--- config.mk ---
export PLATFORM = sky130hd
export DESIGN_NAME = pmod_led_arbiter
export DESIGN_NICKNAME = d
export VERILOG_FILES = /design/src/rtl/pmod_led_pkg.sv /design/src/rtl/pmod_led_tick.sv /design/src/rtl/pmod_led_arbiter.sv
export SDC_FILE = /design/constraint.sdc
export NUM_CORES = 1
export LEC_CHECK = 0
export BUFFER_PORTS_ARGS = -buffer_cell sky130_fd_sc_hd__buf_4
export CAP_MARGIN = 10
export CORE_MARGIN = 2
export CORE_UTILIZATION = 52
export DETAILED_ROUTE_END_ITERATION = 12
export PLACE_DENSITY_LB_ADDON = 0.25
export SLEW_MARGIN = 30
export SYNTH_ARGS = -nofsm -noshare
export SYNTH_HDL_FRONTEND = slang
export SYNTH_SLANG_ARGS = --single-unit
--- constraint.sdc ---
create_clock -name clk -period 1.7 [get_ports clk]
set_clock_uncertainty 0.15 [all_clocks]
set_input_delay 0.085 -clock clk [delete_from_list [all_inputs] [get_ports clk]]
set_output_delay 0.085 -clock clk [all_outputs]
set_load 0.01 [all_outputs]
--- src/rtl/pmod_led_pkg.sv ---
// Shared types and helpers for the PMOD 8LED2 arbiter.
// PMOD_LED_ARB_BLANK_EN adds the BLANK state to the encoding.
package pmod_led_pkg;

    localparam int LED_W = 8;

`ifdef PMOD_LED_ARB_BLANK_EN
    typedef enum logic [1:0] {
        IDLE  = 2'd0,
        GRANT = 2'd1,
        BLANK = 2'd2
    } state_t;
`else
    typedef enum logic [1:0] {
        IDLE  = 2'd0,
        GRANT = 2'd1
    } state_t;
`endif

    function automatic int unsigned rr_next(input int unsigned idx, input int unsigned n);
        return (idx + 1 >= n) ? 0 : idx + 1;
    endfunction

endpackage

--- src/rtl/pmod_led_tick.sv ---
// Free-running tick generator: one-cycle pulse every TICK_DIV clocks.
module pmod_led_tick #(
    parameter int TICK_DIV = 12000
) (
    input  logic clk,
    input  logic rst_n,
    output logic tick
);

    localparam int CNT_W = (TICK_DIV > 1) ? $clog2(TICK_DIV) : 1;
    localparam logic [CNT_W-1:0] LAST = CNT_W'(TICK_DIV - 1);

    logic [CNT_W-1:0] r_cnt;

    assign tick = (r_cnt == LAST);

    always_ff @(posedge clk or negedge rst_n) begin
        if (!rst_n) begin
            r_cnt <= '0;
        end else if (tick) begin
            r_cnt <= '0;
        end else begin
            r_cnt <= r_cnt + 1'b1;
        end
    end

endmodule

--- src/rtl/pmod_led_arbiter.sv ---
// Round-robin owner arbitration with minimum hold for one PMOD 8LED2 module.
// Define PMOD_LED_ARB_BLANK_EN to insert a blank period between owners.
module pmod_led_arbiter
    import pmod_led_pkg::*;
#(
    parameter int N_REQ      = 4,
    parameter int TICK_DIV   = 12000,
    parameter int HOLD_TICKS = 500
) (
    input  logic                   clk,
    input  logic                   rst_n,
    input  logic [N_REQ-1:0]       req,
    input  logic [LED_W*N_REQ-1:0] ledg_in,
    input  logic [LED_W*N_REQ-1:0] ledr_in,
    output logic [N_REQ-1:0]       grant,
    output logic [0:7]             pmodledg,
    output logic [0:7]             pmodledr,
    output logic                   busy
);

    localparam int IDX_W  = $clog2(N_REQ);
    localparam int HOLD_W = $clog2(HOLD_TICKS + 1);
    localparam logic [HOLD_W-1:0] HOLD_LOAD = HOLD_W'(HOLD_TICKS);

    logic [1:0]       r_sync;
    logic             w_rst_n;
    logic             w_tick;
    state_t           r_state, w_state_nxt;
    logic [IDX_W-1:0] r_owner, w_owner_nxt;
    logic [IDX_W-1:0] r_rr, w_rr_nxt;
    logic [HOLD_W-1:0] r_hold, w_hold_nxt;
    logic [N_REQ-1:0] w_owner_oh;
    logic             w_others;
    logic [IDX_W-1:0] w_after_owner;
    logic [IDX_W:0]   w_pick_rr, w_pick_after;
    logic [LED_W-1:0] w_slice_g, w_slice_r;

    // Assertion is immediate; release reaches the FSM two clocks later.
    always_ff @(posedge clk or negedge rst_n) begin
        if (!rst_n) begin
            r_sync <= '0;
        end else begin
            r_sync <= {r_sync[0], 1'b1};
        end
    end

    assign w_rst_n = r_sync[1];

    pmod_led_tick #(
        .TICK_DIV(TICK_DIV)
    ) u_tick (
        .clk  (clk),
        .rst_n(w_rst_n),
        .tick (w_tick)
    );

    // Returns {found, index} of the first set request at or after start.
    function automatic logic [IDX_W:0] pick(input logic [N_REQ-1:0] rq,
                                            input logic [IDX_W-1:0] start);
        logic [IDX_W:0]   res;
        logic [IDX_W-1:0] idx;
        res = '0;
        idx = start;
        for (int k = 0; k < N_REQ; k++) begin
            if (!res[IDX_W] && rq[idx]) begin
                res = {1'b1, idx};
            end
            idx = IDX_W'(rr_next(32'(idx), N_REQ));
        end
        return res;
    endfunction

    assign w_owner_oh    = N_REQ'(1) << r_owner;
    assign w_others      = |(req & ~w_owner_oh);
    assign w_after_owner = IDX_W'(rr_next(32'(r_owner), N_REQ));
    assign w_pick_rr     = pick(req, r_rr);
    assign w_pick_after  = pick(req, w_after_owner);

    always_comb begin
        w_state_nxt = r_state;
        w_owner_nxt = r_owner;
        w_rr_nxt    = r_rr;
        w_hold_nxt  = r_hold;
        case (r_state)
            IDLE: begin
                if (w_pick_rr[IDX_W]) begin
                    w_state_nxt = GRANT;
                    w_owner_nxt = w_pick_rr[IDX_W-1:0];
                    w_hold_nxt  = HOLD_LOAD;
                end
            end
            GRANT: begin
                // Owner drop takes priority over hold expiry.
                if (!req[r_owner] || (r_hold == '0 && w_others)) begin
                    w_rr_nxt = w_after_owner;
                    if (!w_pick_after[IDX_W]) begin
                        w_state_nxt = IDLE;
                    end else begin
`ifdef PMOD_LED_ARB_BLANK_EN
                        w_state_nxt = BLANK;
`else
                        w_state_nxt = GRANT;
`endif
                        w_owner_nxt = w_pick_after[IDX_W-1:0];
                        w_hold_nxt  = HOLD_LOAD;
                    end
                end else if (w_tick && r_hold != '0) begin
                    w_hold_nxt = r_hold - 1'b1;
                end
            end
`ifdef PMOD_LED_ARB_BLANK_EN
            BLANK: begin
                if (w_tick) begin
                    if (w_pick_rr[IDX_W]) begin
                        w_state_nxt = GRANT;
                        w_owner_nxt = w_pick_rr[IDX_W-1:0];
                        w_hold_nxt  = HOLD_LOAD;
                    end else begin
                        w_state_nxt = IDLE;
                    end
                end
            end
`endif
            default: w_state_nxt = IDLE;
        endcase
    end

    always_ff @(posedge clk or negedge w_rst_n) begin
        if (!w_rst_n) begin
            r_state <= IDLE;
            r_owner <= '0;
            r_rr    <= '0;
            r_hold  <= '0;
        end else begin
            r_state <= w_state_nxt;
            r_owner <= w_owner_nxt;
            r_rr    <= w_rr_nxt;
            r_hold  <= w_hold_nxt;
        end
    end

    always_comb begin
        w_slice_g = '0;
        w_slice_r = '0;
        for (int i = 0; i < N_REQ; i++) begin
            if (r_owner == IDX_W'(i)) begin
                w_slice_g = ledg_in[i*LED_W +: LED_W];
                w_slice_r = ledr_in[i*LED_W +: LED_W];
            end
        end
    end

    // Pin k carries bit k of the owner's slice.
    always_ff @(posedge clk or negedge w_rst_n) begin
        if (!w_rst_n) begin
            pmodledg <= '0;
            pmodledr <= '0;
        end else begin
            for (int k = 0; k < LED_W; k++) begin
                pmodledg[k] <= (r_state == GRANT) ? w_slice_g[k] : 1'b0;
                pmodledr[k] <= (r_state == GRANT) ? w_slice_r[k] : 1'b0;
            end
        end
    end

    assign grant = (r_state == GRANT) ? w_owner_oh : '0;
    assign busy  = (r_state != IDLE);

endmodule
==> run_results.csv, run 1 <==
group,metric,value,unit
status,status,"stopped before the end",
cts,ctsLongestPathBuffers,2,
place,dp_hpwl,7330,um
yosys,yosysTopAreaCellShare,0.383,
yosys,syn_nets,415,
floorplanning,die_h,80.0,um
yosys,synth-main-ff-cell,"dfrtp_1",
yosys,yosysWarnings,0,
place,portBuffers,90,
status,stop_stage,"global routing (5_1_grt)",
place,detailedPlace.worstSlack,-0.744,ns
yosys,ys_types,58,
yosys,netlist_instances,338,
timing,worstEpCategory,"register data pin",
place,routabilityCongestion,0.908,
grt,grt_max_degree,34,
yosys,yosys-top-cells-area,"dfrtp_1 38%, a211o_1 5.0%, a221oi_1 5.0%",
status,error_line,"[ERROR DPL-0038] Utilization greater than 100%, impossible to legalize",
floorplanning,core.rowCount,27,
cts,htree_levels,2,
yosys,synth.avg_cell_area,8.90,sq um
yosys,synth-seq-cells,46,
cts,numCtsBuffers,5,
yosys,synth_edf_count,0,
yosys,synth_area,0.00301,sq mm
cts,cts.sinks,46,
cts,cts_root_buf,"clkbuf_8",
timing,worst_endpoint,"r_hold[8]$_DFFE_PN0P_/D",
place,placed_cells,558,
yosys,ys_seq_area_frac,0.383,
floorplanning,dieWidth,80.0,um
floorplanning,pin_count,91,
yosys,async_reset_ff_frac,1.00,
yosys,yosysTopAreaCell,"dfrtp_1",
floorplanning,initial_core_util,0.543,
per-stage QoR:
step | util | cell area, sq um | hold WS [ns]
4_1_cts | 0.967 | 5360 | 0.0777
3_5_place_dp | 0.798 | 4420 | -0.279
3_3_place_gp | 0.798 | 4420 | -0.282
2_1_floorplan | - | 3190 | -0.361
what timing repair did:
item / in CTS
pin swaps: 33
setup endpoints to repair: 36
endpoints found under the hold margin: 18
hold buffers: 34
buffers inserted: 16
gates resized for setup: 63
cloned: 2
synth_stat cells, types with 2 or more instances:
cell type	n
a211o_1	17
a21oi_1	27
a21oi_2	2
a221oi_1	17
a22oi_1	3
and2_1	4
and3_1	2
buf_4	2
clkbuf_1	17
dfrtp_1	46
ha_1	7
inv_1	27
mux2_2	4
mux2i_1	4
nand2_1	33
nand2b_1	10
nand3_1	11
nand3b_1	3
nand4_1	2
nor2_1	21
nor2b_1	4
nor3_1	4
nor4_1	3
nor4_2	2
o21ai_0	15
o21bai_1	2
o22ai_1	2
or3_1	6
or4b_4	2
xnor2_1	6
xor2_1	6
cells by family after synthesis:
kind of cell    synth area share
compound gates             0.238
xor+xnor                  0.0350
fa+ha+maj                 0.0291
buf+inv                   0.0641
flops                      0.383
mux                       0.0408
other cells              0.00125
simple gates               0.208
==> run 2, diff against run 1 <==
- CORE_UTILIZATION: 52 -> 40
- PLACE_DENSITY_LB_ADDON: 0.25 -> 0.15
==> run 2 against run 1 <==
The flow now finishes, with violations (negative setup slack). Synthesized cell count unchanged. Synthesized area unchanged.
==> run_results.csv, run 2 <==
group,metric,value,unit
status,status,"finished, violations left",
status,failed_checks,"negative setup slack",
timing,finalHoldViolCount,0,
timing,timing.final.ws_setup,-0.725,ns
routing,drtIter0Drc,134,
yosys,ys_types,58,
pwr,p_per_area,1460,mW/mm^2
timing,setup_viol,42,
setup_path,r2r-start,"r_hold[0]",
floorplanning,initial_core_util,0.415,
grt,busiest_layer,"met2",
yosys,netlist_instances,338,
cts,numCtsBuffers,5,
floorplanning,dieWidth,90.7,um
finish,top_register,"u_tick.r_cnt",
yosys,yosysWarnings,0,
finish,num_antenna_cells,0,
finish,stdcell_count,648,
setup_path,path_cells,"inv_2 -> ha_4 -> or4b_4 -> buf_6 -> nor3_4 -> a221oi_4 -> a21oi_2 -> nor2_4 -> a211o_2",
routing,ant_nets,0,
place,portBuffers,90,
timing,slew_headroom,0.535,
routing,wl,11500,um
yosys,synthTopCellsByCount,"46 x dfrtp_1, 33 x nand2_1, 27 x a21oi_1, 27 x inv_1, 21 x nor2_1",
grt,grt_util_met3,0.0551,
floorplanning,pin_count,91,
yosys,syn_nets,415,
yosys,synth-seq-cells,46,
place,detailedPlace.worstSlack,-0.691,ns
timing,fin_crit,2.43,ns
finish,regArea,0.00116,sq mm
setup_path,crit_type,"flop to flop",
setup_path,worstPathMaxFanout,4,
yosys,ys_seq_area_frac,0.383,
setup_path,crit_path_end_kind,"flop",
yosys,synth_area,0.00301,sq mm
yosys,yosysMostFrequentCell,"dfrtp_1",
grt,grt_max_degree,34,
cts,clk_pin_slew,0.10,ns
timing,slew_violations,0,
finish,drive_above_1_share,0.539,
cts,cts.sinks,46,
timing,hold_ws,0.0635,ns
pwr,ir_drop,0.773,mV
place,placed_cells,581,
setup_path,startpoint,"r_hold[0]",
floorplanning,core_area,0.00725,sq mm
grt,first_global_vias,3665,
yosys,async_reset_ff_frac,1.00,
cts,cts_root_buf,"clkbuf_8",
routing,vias_per_cell,5.46,
finish,layout_common_cells,"168 x buf_4, 41 x dfrtp_1, 34 x dlygate4sd3_1",
yosys,synth-main-ff-cell,"dfrtp_1",
finish,nNetsFinal,625,
routing,drcViolationCount,0,
cts,ctsLongestPathBuffers,2,
grt,met1_usage,0.290,
grt,grtUsageTotal,0.252,
setup_path,slowest_delay,0.48,ns
routing,vias,3541,
yosys,yosysTopAreaCell,"dfrtp_1",
pwr,p_total,8.11,mW
yosys,synth_edf_count,0,
cts,cts_tree,"done",
place,routabilityCongestion,0.867,
grt,use_met2,0.465,
cts,clk_latency,0.31,ns
timing,fmax,412,MHz
floorplanning,dieArea,0.00823,sq mm
timing,worst_pin_slew,0.688,ns
setup_path,cp.required,1.75,ns
run,max_cap_viol_count,0,
floorplanning,die_h,90.7,um
setup_path,arrival,2.47,ns
finish,fillers,469,
timing,rsz0062_at_grt,"yes",
yosys,synth.avg_cell_area,8.90,sq um
routing,dr.pass1.iters,4,
place,dp_hpwl,6660,um
finish,multi_input_area,0.00213,sq mm
routing,wl_per_cell,17.8,um
setup_path,cp-start-kind,"flop",
min_path,min_path_type,"flop to asynchronous set/reset pin",
timing,period_share,1.43,
finish,area_growth,84.5,%
floorplanning,core.rowCount,31,
finish,top_regs,"u_tick.r_cnt x14, r_hold x9",
grt,grt_overflow,0,
yosys,yosys-top-cells-area,"dfrtp_1 38%, a211o_1 5.0%, a221oi_1 5.0%",
finish,largest_reg_flops,14,
pwr,p_leak,2.59,nW
finish,layout_commonest_cell,"buf_4",
setup_path,critPathSlowestCell,"or4b_4",
grt,grt_pass1_wl,17000,um
yosys,yosysTopAreaCellShare,0.383,
cts,htree_levels,2,
grt,antenna_found_initial,0,
==> run 2: through the flow <==
stage                      util  instance area (sq um)  setup TNS, ns
after global routing      0.765                   5550         -16.73
final                     0.765                   5550         -14.36
after global placement    0.608                   4410         -11.21
after detailed placement  0.608                   4410         -12.16
after CTS                 0.718                   5210         -10.61
after floorplan               -                   3190          -8.44
==> run 2: cell type report <==
type	instances	share of cell area
Clock inverter	3	0.00496
Sequential cell	46	0.209
Multi-Input combinational cell	243	0.384
Inverter	28	0.0189
Clock buffer	5	0.0124
Tap cell	99	0.0223
Timing Repair Buffer	224	0.349
==> run 2: metal layers <==
| metal | part of all wire | vias up |
|---|---|---|
| li1 | - | 1636 |
| met1 | 0.39 | 1761 |
| met2 | 0.53 | 124 |
| met3 | 0.058 | 20 |
| met4 | 0.020 | 0 |
| met5 | 0 | - |
==> run 2: cells by family (layout without fill, tap and decap cells) <==
family                   Yosys count  count (layout)  synth area share
AO/OA/AOI/OAI                     98              98             0.238
XOR/XNOR                          12              12            0.0350
adder cells (fa/ha/maj)            7               7            0.0291
buffers and inverters             49             260            0.0641
flip-flops                        46              46             0.383
multiplexers                      10              10            0.0408
other                              1               1           0.00125
AND/OR/NAND/NOR                  115             115             0.208
==> run 2: report_power, final <==
group / total, mW / internal, mW / switching [mW]
clock: 0.746 / 0.306 / 0.441
combinational: 5.80 / 3.14 / 2.65
sequential: 1.57 / 1.38 / 0.185
==> run 2: path summary, 6_finish.rpt <==
path,to,slack [ns],cells after the start
min in group clk,pmodledr[7],0.13,4
max in group asynchronous,u_tick.r_cnt[9],0.77,1
setup reg to reg,r_hold[4],-0.73,9
setup / recovery,r_hold[4],-0.73,9
hold reg to reg,pmodledg[7],0.06,0
hold / removal,pmodledg[7],0.06,0
==> run 2: worst max-delay path, delay by kind of cell (launching register included) <==
kind,cells,cell delay (ns)
AND/OR/NAND/NOR,3,0.76
AO/OA/AOI/OAI,3,0.65
flip-flops,1,0.41
buffers and inverters,2,0.22
adder cells (fa/ha/maj),1,0.13
==> run 2: what timing repair did <==
item,in CTS,in global routing
hold buffers,34,0
hold endpoints to repair,18,0
gates cloned,2,1
setup endpoints to repair,44,45
buffers inserted,10,13
pin swaps,22,19
resized for setup,53,48
No activity file was read; power rests on OpenSTA's default activity.
